$ cat src/rtl/cmp_event_debouncer_if.sv
`default_nettype none
// ============================================================================
// Module   : cmp_event_debouncer_if
// Brief    : Comparator flag samples in, debounced relation and event pulses out.
// Revision : 1.0
// ============================================================================
interface cmp_event_debouncer_if;
  logic       sample_valid;
  logic       A_gt_B;
  logic       A_lt_B;
  logic       A_eq_B;
  logic [1:0] rel_state;
  logic       rel_known;
  logic       change_pulse;
  logic       flag_err;

  modport master (
    output sample_valid, A_gt_B, A_lt_B, A_eq_B,
    input  rel_state, rel_known, change_pulse, flag_err
  );

  modport slave (
    input  sample_valid, A_gt_B, A_lt_B, A_eq_B,
    output rel_state, rel_known, change_pulse, flag_err
  );
endinterface
`default_nettype wire

$ cat src/rtl/cmp_event_debouncer.sv
`default_nettype none
// ============================================================================
// Module   : cmp_event_debouncer
// Brief    : Debounces comparator flags into a registered relation state.
//            Sample counters are built only with `define CMP_EVT_STATS_EN.
// Revision : 1.0
// ============================================================================
module cmp_event_debouncer #(
  parameter int DEBOUNCE = 3,
  parameter int CNT_W    = 8
) (
  input  logic                     clk,
  input  logic                     rst,
  cmp_event_debouncer_if.slave     bus
`ifdef CMP_EVT_STATS_EN
  ,
  input  logic                     stats_clr,
  output logic [CNT_W-1:0]         gt_cnt,
  output logic [CNT_W-1:0]         lt_cnt,
  output logic [CNT_W-1:0]         eq_cnt,
  output logic [CNT_W-1:0]         err_cnt
`endif
);

  localparam logic [1:0] c_REL_UNKNOWN = 2'b00;
  localparam logic [1:0] c_REL_LT      = 2'b01;
  localparam logic [1:0] c_REL_EQ      = 2'b10;
  localparam logic [1:0] c_REL_GT      = 2'b11;
  localparam logic [4:0] c_DEBOUNCE    = 5'(DEBOUNCE);

  if (DEBOUNCE < 1 || DEBOUNCE > 15 || CNT_W < 1) begin : g_cfg_err
    $error("cmp_event_debouncer: DEBOUNCE must be 1..15 and CNT_W at least 1");
  end

  logic       w_onehot;
  logic [1:0] w_dec;

  logic [1:0] r_rel;
  logic       r_known;
  logic       r_change;
  logic       r_err;
  logic [1:0] r_cand;
  logic [3:0] r_run;

  assign w_onehot = $onehot({bus.A_gt_B, bus.A_lt_B, bus.A_eq_B});

  always_comb begin
    w_dec = c_REL_UNKNOWN;
    if (bus.A_lt_B)      w_dec = c_REL_LT;
    else if (bus.A_eq_B) w_dec = c_REL_EQ;
    else if (bus.A_gt_B) w_dec = c_REL_GT;
  end

  // Idle cycles fall through untouched, so gaps between samples never break a run.
  always_ff @(posedge clk or posedge rst) begin
    if (rst) begin
      r_rel    <= c_REL_UNKNOWN;
      r_known  <= 1'b0;
      r_change <= 1'b0;
      r_err    <= 1'b0;
      r_cand   <= c_REL_UNKNOWN;
      r_run    <= 4'd0;
    end else begin
      r_change <= 1'b0;
      r_err    <= 1'b0;
      if (bus.sample_valid) begin
        if (!w_onehot) begin
          r_err <= 1'b1;
          r_run <= 4'd0;
        end else if (w_dec == r_rel) begin
          r_run <= 4'd0;
        end else if (w_dec == r_cand && r_run != 4'd0) begin
          if (({1'b0, r_run} + 5'd1) == c_DEBOUNCE) begin
            r_rel    <= w_dec;
            r_known  <= 1'b1;
            r_change <= 1'b1;
            r_run    <= 4'd0;
          end else begin
            r_run <= r_run + 4'd1;
          end
        end else begin
          r_cand <= w_dec;
          if (DEBOUNCE == 1) begin
            r_rel    <= w_dec;
            r_known  <= 1'b1;
            r_change <= 1'b1;
            r_run    <= 4'd0;
          end else begin
            r_run <= 4'd1;
          end
        end
      end
    end
  end

  assign bus.rel_state    = r_rel;
  assign bus.rel_known    = r_known;
  assign bus.change_pulse = r_change;
  assign bus.flag_err     = r_err;

`ifdef CMP_EVT_STATS_EN
  localparam logic [CNT_W-1:0] c_CNT_MAX = '1;
  localparam logic [CNT_W-1:0] c_CNT_ONE = CNT_W'(1);

  logic [CNT_W-1:0] r_gt_cnt;
  logic [CNT_W-1:0] r_lt_cnt;
  logic [CNT_W-1:0] r_eq_cnt;
  logic [CNT_W-1:0] r_err_cnt;

  // Clear wins over a same-cycle increment; all counters stick at all-ones.
  always_ff @(posedge clk or posedge rst) begin
    if (rst) begin
      r_gt_cnt  <= '0;
      r_lt_cnt  <= '0;
      r_eq_cnt  <= '0;
      r_err_cnt <= '0;
    end else if (stats_clr) begin
      r_gt_cnt  <= '0;
      r_lt_cnt  <= '0;
      r_eq_cnt  <= '0;
      r_err_cnt <= '0;
    end else if (bus.sample_valid) begin
      if (!w_onehot) begin
        if (r_err_cnt != c_CNT_MAX) r_err_cnt <= r_err_cnt + c_CNT_ONE;
      end else begin
        case (w_dec)
          c_REL_GT: if (r_gt_cnt != c_CNT_MAX) r_gt_cnt <= r_gt_cnt + c_CNT_ONE;
          c_REL_LT: if (r_lt_cnt != c_CNT_MAX) r_lt_cnt <= r_lt_cnt + c_CNT_ONE;
          c_REL_EQ: if (r_eq_cnt != c_CNT_MAX) r_eq_cnt <= r_eq_cnt + c_CNT_ONE;
          default: ;
        endcase
      end
    end
  end

  assign gt_cnt  = r_gt_cnt;
  assign lt_cnt  = r_lt_cnt;
  assign eq_cnt  = r_eq_cnt;
  assign err_cnt = r_err_cnt;
`endif

endmodule
`default_nettype wire

$ cat src/flat_wrapper.sv
// flat-port wrapper written by rule: the top's interface ports become plain ports
module cmp_event_debouncer_flat 
#(
  parameter int DEBOUNCE = 3,
  parameter int CNT_W    = 8
)
  (clk, rst, bus_sample_valid, bus_A_gt_B, bus_A_lt_B, bus_A_eq_B, bus_rel_state, bus_rel_known, bus_change_pulse, bus_flag_err);
  cmp_event_debouncer_if bus_i ();
  input  logic clk;
  input  logic rst;
  input wire logic [$bits(bus_i.sample_valid)-1:0] bus_sample_valid;
  input wire logic [$bits(bus_i.A_gt_B)-1:0] bus_A_gt_B;
  input wire logic [$bits(bus_i.A_lt_B)-1:0] bus_A_lt_B;
  input wire logic [$bits(bus_i.A_eq_B)-1:0] bus_A_eq_B;
  output wire logic [$bits(bus_i.rel_state)-1:0] bus_rel_state;
  output wire logic [$bits(bus_i.rel_known)-1:0] bus_rel_known;
  output wire logic [$bits(bus_i.change_pulse)-1:0] bus_change_pulse;
  output wire logic [$bits(bus_i.flag_err)-1:0] bus_flag_err;
  assign bus_i.sample_valid = bus_sample_valid;
  assign bus_i.A_gt_B = bus_A_gt_B;
  assign bus_i.A_lt_B = bus_A_lt_B;
  assign bus_i.A_eq_B = bus_A_eq_B;
  assign bus_rel_state = bus_i.rel_state;
  assign bus_rel_known = bus_i.rel_known;
  assign bus_change_pulse = bus_i.change_pulse;
  assign bus_flag_err = bus_i.flag_err;
  cmp_event_debouncer #(.DEBOUNCE(DEBOUNCE), .CNT_W(CNT_W)) u_core (.clk(clk), .rst(rst), .bus(bus_i));
endmodule
$ cat config.mk
export PLATFORM = sky130hd
export DESIGN_NAME = cmp_event_debouncer_flat
export DESIGN_NICKNAME = d
export VERILOG_FILES = /design/src/rtl/cmp_event_debouncer_if.sv /design/src/rtl/cmp_event_debouncer.sv /design/src/flat_wrapper.sv
export SDC_FILE = /design/constraint.sdc
export NUM_CORES = 1
export LEC_CHECK = 0
export ABC_CLOCK_PERIOD_IN_PS = 2500
export CORE_MARGIN = 2
export CORE_UTILIZATION = 50
export CTS_BUF_LIST = sky130_fd_sc_hd__clkbuf_16
export DETAILED_ROUTE_END_ITERATION = 12
export MAX_ROUTING_LAYER = met4
export PLACE_DENSITY_LB_ADDON = 0.3
export SKIP_LAST_GASP = 1
export SYNTH_ARGS = -nofsm -noshare
export SYNTH_HDL_FRONTEND = slang
export SYNTH_SLANG_ARGS = --single-unit
$ cat constraint.sdc
create_clock -name clk -period 2.5 [get_ports clk]
set_clock_uncertainty 0.05 [all_clocks]
set_input_delay 0.25 -clock clk [delete_from_list [all_inputs] [get_ports clk]]
set_output_delay 0.25 -clock clk [all_outputs]
set_load 0.01 [all_outputs]
**Word level (Yosys, flattened, before mapping)**

Cells that the tools add are included.

- Register bits: 11
- Bits of input ports: 6
- Output and inout port bits: 5

- Add/subtract/negate cells: 4
- Equality and inequality tests: 4
- Mux-type cells: 14
- Bitwise logic cells: 2
- Reductions and logical operators: 4

Operator list:

| operator | number |
|---|---|
| 4-bit two-way mux | 4 |
| 1-bit two-way mux | 7 |
| 2-bit two-way mux | 3 |
| 4-bit by 1-bit adder with 5-bit output (second input constant) | 1 |
| 5-bit by 2-bit == test with 1-bit output (second input constant) | 1 |
| 5-bit AND reduction | 1 |
| 4-bit by 1-bit adder with 4-bit output (second input constant) | 1 |
| 2-bit == test | 2 |
| 4-bit AND reduction | 1 |
| 4-bit nonzero test | 1 |
| 1-bit by 1-bit adder with 2-bit output | 1 |
| 2-bit by 1-bit adder with 2-bit output | 1 |
| 2-bit by 1-bit == test with 1-bit output (second input constant) | 1 |
| 1-bit inverter | 2 |
| 1-bit logical AND | 1 |

**Longest topological paths before layout**

- Depth in word-level cells: 9
- Depth in mapped cells: 7
- Depth with buffers taken out: 7

**Worst setup path after synthesis**

OpenSTA, ideal clock, no wires.

- Kind: input -> register
- Start point: in bus_A_eq_B
- End point: reg u_core.r_rel[0], in the netlist u_core.bus.rel_state[0]
- Library setup time: 0.125 ns
- Data arrival time: 1.791 ns
- Required time: 2.325 ns
- Slack: 0.533 ns
- Stages on the path: 6
- Buffers on the path: 0
- Path through: fa_1 > nor2b_1 > o311ai_1 > nand4bb_4 > nor2_4 > mux2_4

- Word-level cells in the longest chain between the ends: 5
- Elaborated cells between the ends (all ways): 10

RTL lines:

| element | RTL line | text |
|---|---|---|
| start, declared | flat_wrapper.sv:14 | `input wire logic [$bits(bus_i.A_eq_B)-1:0] bus_A_eq_B;` |
| parallel branches: the longest is 5 deep, another holds 1-bit by 1-bit adder with 2-bit output | n/a |  |
| end signal, assigned | cmp_event_debouncer.sv:57 | `r_rel <= c_REL_UNKNOWN;` |
| end signal, assigned | cmp_event_debouncer.sv:74 | `r_rel <= w_dec;` |
| end signal, assigned | cmp_event_debouncer.sv:84 | `r_rel <= w_dec;` |
| end, declared | cmp_event_debouncer.sv:38 | `logic [1:0] r_rel;` |

Parallel ways; which one is timed is not known.
A chain may end at the register's enable or synchronous reset.

**Worst setup path after layout**

- Start point: in bus_A_eq_B
- End point: reg u_core.r_known, in the netlist u_core.bus.rel_known

- Word-level cells in the longest chain between the ends: 5
- Elaborated cells between the ends (all ways): 10

RTL lines:

| element | RTL line | text |
|---|---|---|
| parallel branches: the longest is 4 deep, another holds 1-bit by 1-bit adder with 2-bit output | n/a |  |
| 5-bit AND reduction (no source line) * | n/a |  |
| end signal, assigned | cmp_event_debouncer.sv:58 | `r_known <= 1'b0;` |
| end signal, assigned | cmp_event_debouncer.sv:75 | `r_known <= 1'b1;` |
| end signal, assigned | cmp_event_debouncer.sv:85 | `r_known <= 1'b1;` |
| end, declared | cmp_event_debouncer.sv:39 | `logic r_known;` |

Mark *: on every way between the ends.

==> out/results.txt <==
Slew Limit Fails: 0
Setup TNS: 0 ns
Register area share after synthesis: 0.396
Dominant cells by area after synthesis: dfrtp_1 (40%), ha_1 (9.0%), mux2_4 (4.3%), nand4bb_4 (4.0%), inv_1 (3.2%)
Post-Route WL: 1440 um
Die H: 41.3 um
Synth area leader: dfrtp_1
Core area: 0.00130 mm^2
H-tree levels: 1
Final min period: 2.27 ns
Worst EP arrival: 2.34 ns
R2R Path End: u_core.bus.rel_known
Gr usage total: 0.216
Vias after detailed routing: 529
Cell Area, Synth: 696 um^2
Final worst path period share: 0.910
Layout cells sized above 1: 0.226
R2R setup slack: 0.57 ns
Reg-to-Reg Start: u_core.bus.rel_state[1]
Die X: 41.3 um
Psw: 129 uW
Final worst slack: 0.226 ns
Root buf cell: clkbuf_16
Clock Tree Buf Depth: 2
Mapped Cells: 63
Worst Reg-to-Reg Cells: 6
Flop pwr share: 0.358
F_max: 0.440 GHz
Largest net degree at the start of global routing: 12
Critical-path top delay cell: clkdlybuf4s50_1
DIE AREA: 0.00171 mm^2
Crit path cell chain: clkdlybuf4s50_1, inv_1, ha_1, or4b_1, o22ai_2, nand4bb_4, nor2_4, buf_4, or2_1
Worst slack at placement: -0.0226 ns
DPL Wire Length: 1110 um
Vias per cell: 5.34
Crit path max fanout: 4
Worst-path clk slew: 0.04 ns
Vias in the first global route: 502
Crit path capture type: flop
Top post-synthesis cells by count: dfrtp_1 (11), inv_1 (6), ha_1 (5)
Clock power frac: 0.485
Routed Antenna Nets: 0
DRC Markers: 0
P_leak: 0.443 nW
Final hold violations: 0
Cells after DPL: 95
First-pass GRT wire length: 2210 um
Logic pwr share: 0.157
Top delay family on crit path: simple AND/OR/NAND/NOR gates
Yosys warnings: 0
Mapped Nets: 75
Seq cells post-synth: 11
Crit start category: primary input
# rows: 13
Power per cell area: 612 mW/mm^2
Post-CTS setup buffers: 0
Outcome: finished, final reports clean
Max Cap Viol: 0
# resized after CTS: 0
Peak supply drop: 366 uV
Starting Density: 0.535
Syn Area/Cell: 11.0 um^2
WL/cell: 14.5 um
Yosys cell types: 30
Worst-Margin Slew: 0.422 ns
Post-synth top area share: 0.396
I/O Pins: 11
GP Congestion: 0.835
Non-filler instance count after layout: 99
Critical path class: in2reg
Switch share: 0.223
Worst-Skew Late Latency: 0.24 ns
Drt first pass iters: 3
Buffers on Ports: 10
Initial antenna violation count: 0
Layout Nets: 97
Pint: 450 uW
Grt ovf: 0
Min-delay worst type: in2async
WP data required: 2.56 ns
Rel. slew slack: 0.718
Initial DRC count: 10
CP peak stage delay: 0.50 ns
Count leader, synth: dfrtp_1
Ys async rst share: 1.00
Number of diodes: 0
Num Clock Sinks: 11
Area delta synth->final: 36.0%
Final setup vio count: 0
RSZ-0062 raised after global routing: no
Post-CTS Hold Buffers: 0
CTS tree: built
CP bufs+invs: 3
EDFF count, synth: 0
Num CTS Buffers: 3
Most used DFF post-synth: dfrtp_1
stage by stage:
step	instance area [um^2]	utilization	power (mW)	hold slack, ns
final	946	0.727	0.579	0.258
after global routing	946	0.727	0.604	0.318
after CTS	946	0.727	0.586	0.264
after detailed placement	867	0.666	0.298	0.411
after global placement	867	0.666	0.296	0.399
after floorplan	696	-	0.260	0.0524
layout by cell type (no fill, tap or decap), types with 3 or more instances in the layout:
master           count
nor2b_1              3
a21oi_1              3
ha_1                 5
inv_1                7
nand2_1              3
clkdlybuf4s50_1     10
nor2_1               4
clkbuf_16            3
dfrtp_1             11
buf_4                7
worst max path at each step:
stage,slack (ns),end,cells past startpoint,startpoint
CTS,0.22,u_core.r_run[3],9,bus_A_eq_B
global route,0.11,u_core.bus.rel_state[0],7,bus_A_eq_B
floorplan,0.53,u_core.bus.rel_state[0],6,bus_A_eq_B
global placement,0.03,u_core.bus.rel_state[0],8,bus_A_eq_B
finish,0.23,u_core.bus.rel_known,9,bus_A_eq_B
detailed placement,-0.02,u_core.r_run[3],9,bus_A_eq_B
layer usage:
layer | share of wire | up-vias | global-route usage
li1 | - | 261 | -
met1 | 0.45 | 256 | 0.250
met2 | 0.51 | 10 | 0.340
met5 | 0 | - | -
met4 | 0.012 | 0 | 0.0887
met3 | 0.033 | 2 | 0.0798
power by group through the flow:
stage	Sequential [mW]	Combinational, mW	Clock (mW)
floorplan	0.205	0.0549	0
global placement	0.207	0.0885	0
detailed placement	0.208	0.0901	0
CTS	0.206	0.0917	0.288
global route	0.207	0.101	0.296
finish	0.207	0.0909	0.281
sequential cells by signal, summed over array words and instances, names as in the netlist:
name                     cells
u_core.bus.rel_state         2
u_core.bus.rel_known         1
u_core.bus.flag_err          1
u_core.r_cand                2
u_core.bus.change_pulse      1
u_core.r_run                 4
logic make-up after synthesis:
group	share of synthesized area
buffers and inverters	0.0324
adders and majority gates	0.119
AOI/OAI and AO/OA	0.147
muxes	0.0755
and+or+nand+nor	0.205
DFF	0.396
xor gates and xnor gates	0.0252
layout make-up:
class,instances,area [um^2]
Multi-Input combinational cell,46,398
Fill cell,105,355
Sequential cell,11,275
Timing Repair Buffer,17,153
Clock buffer,3,75.1
Inverter,6,22.5
Tap cell,15,18.8
Clock inverter,1,3.75
(Power assumes the default switching activity.)
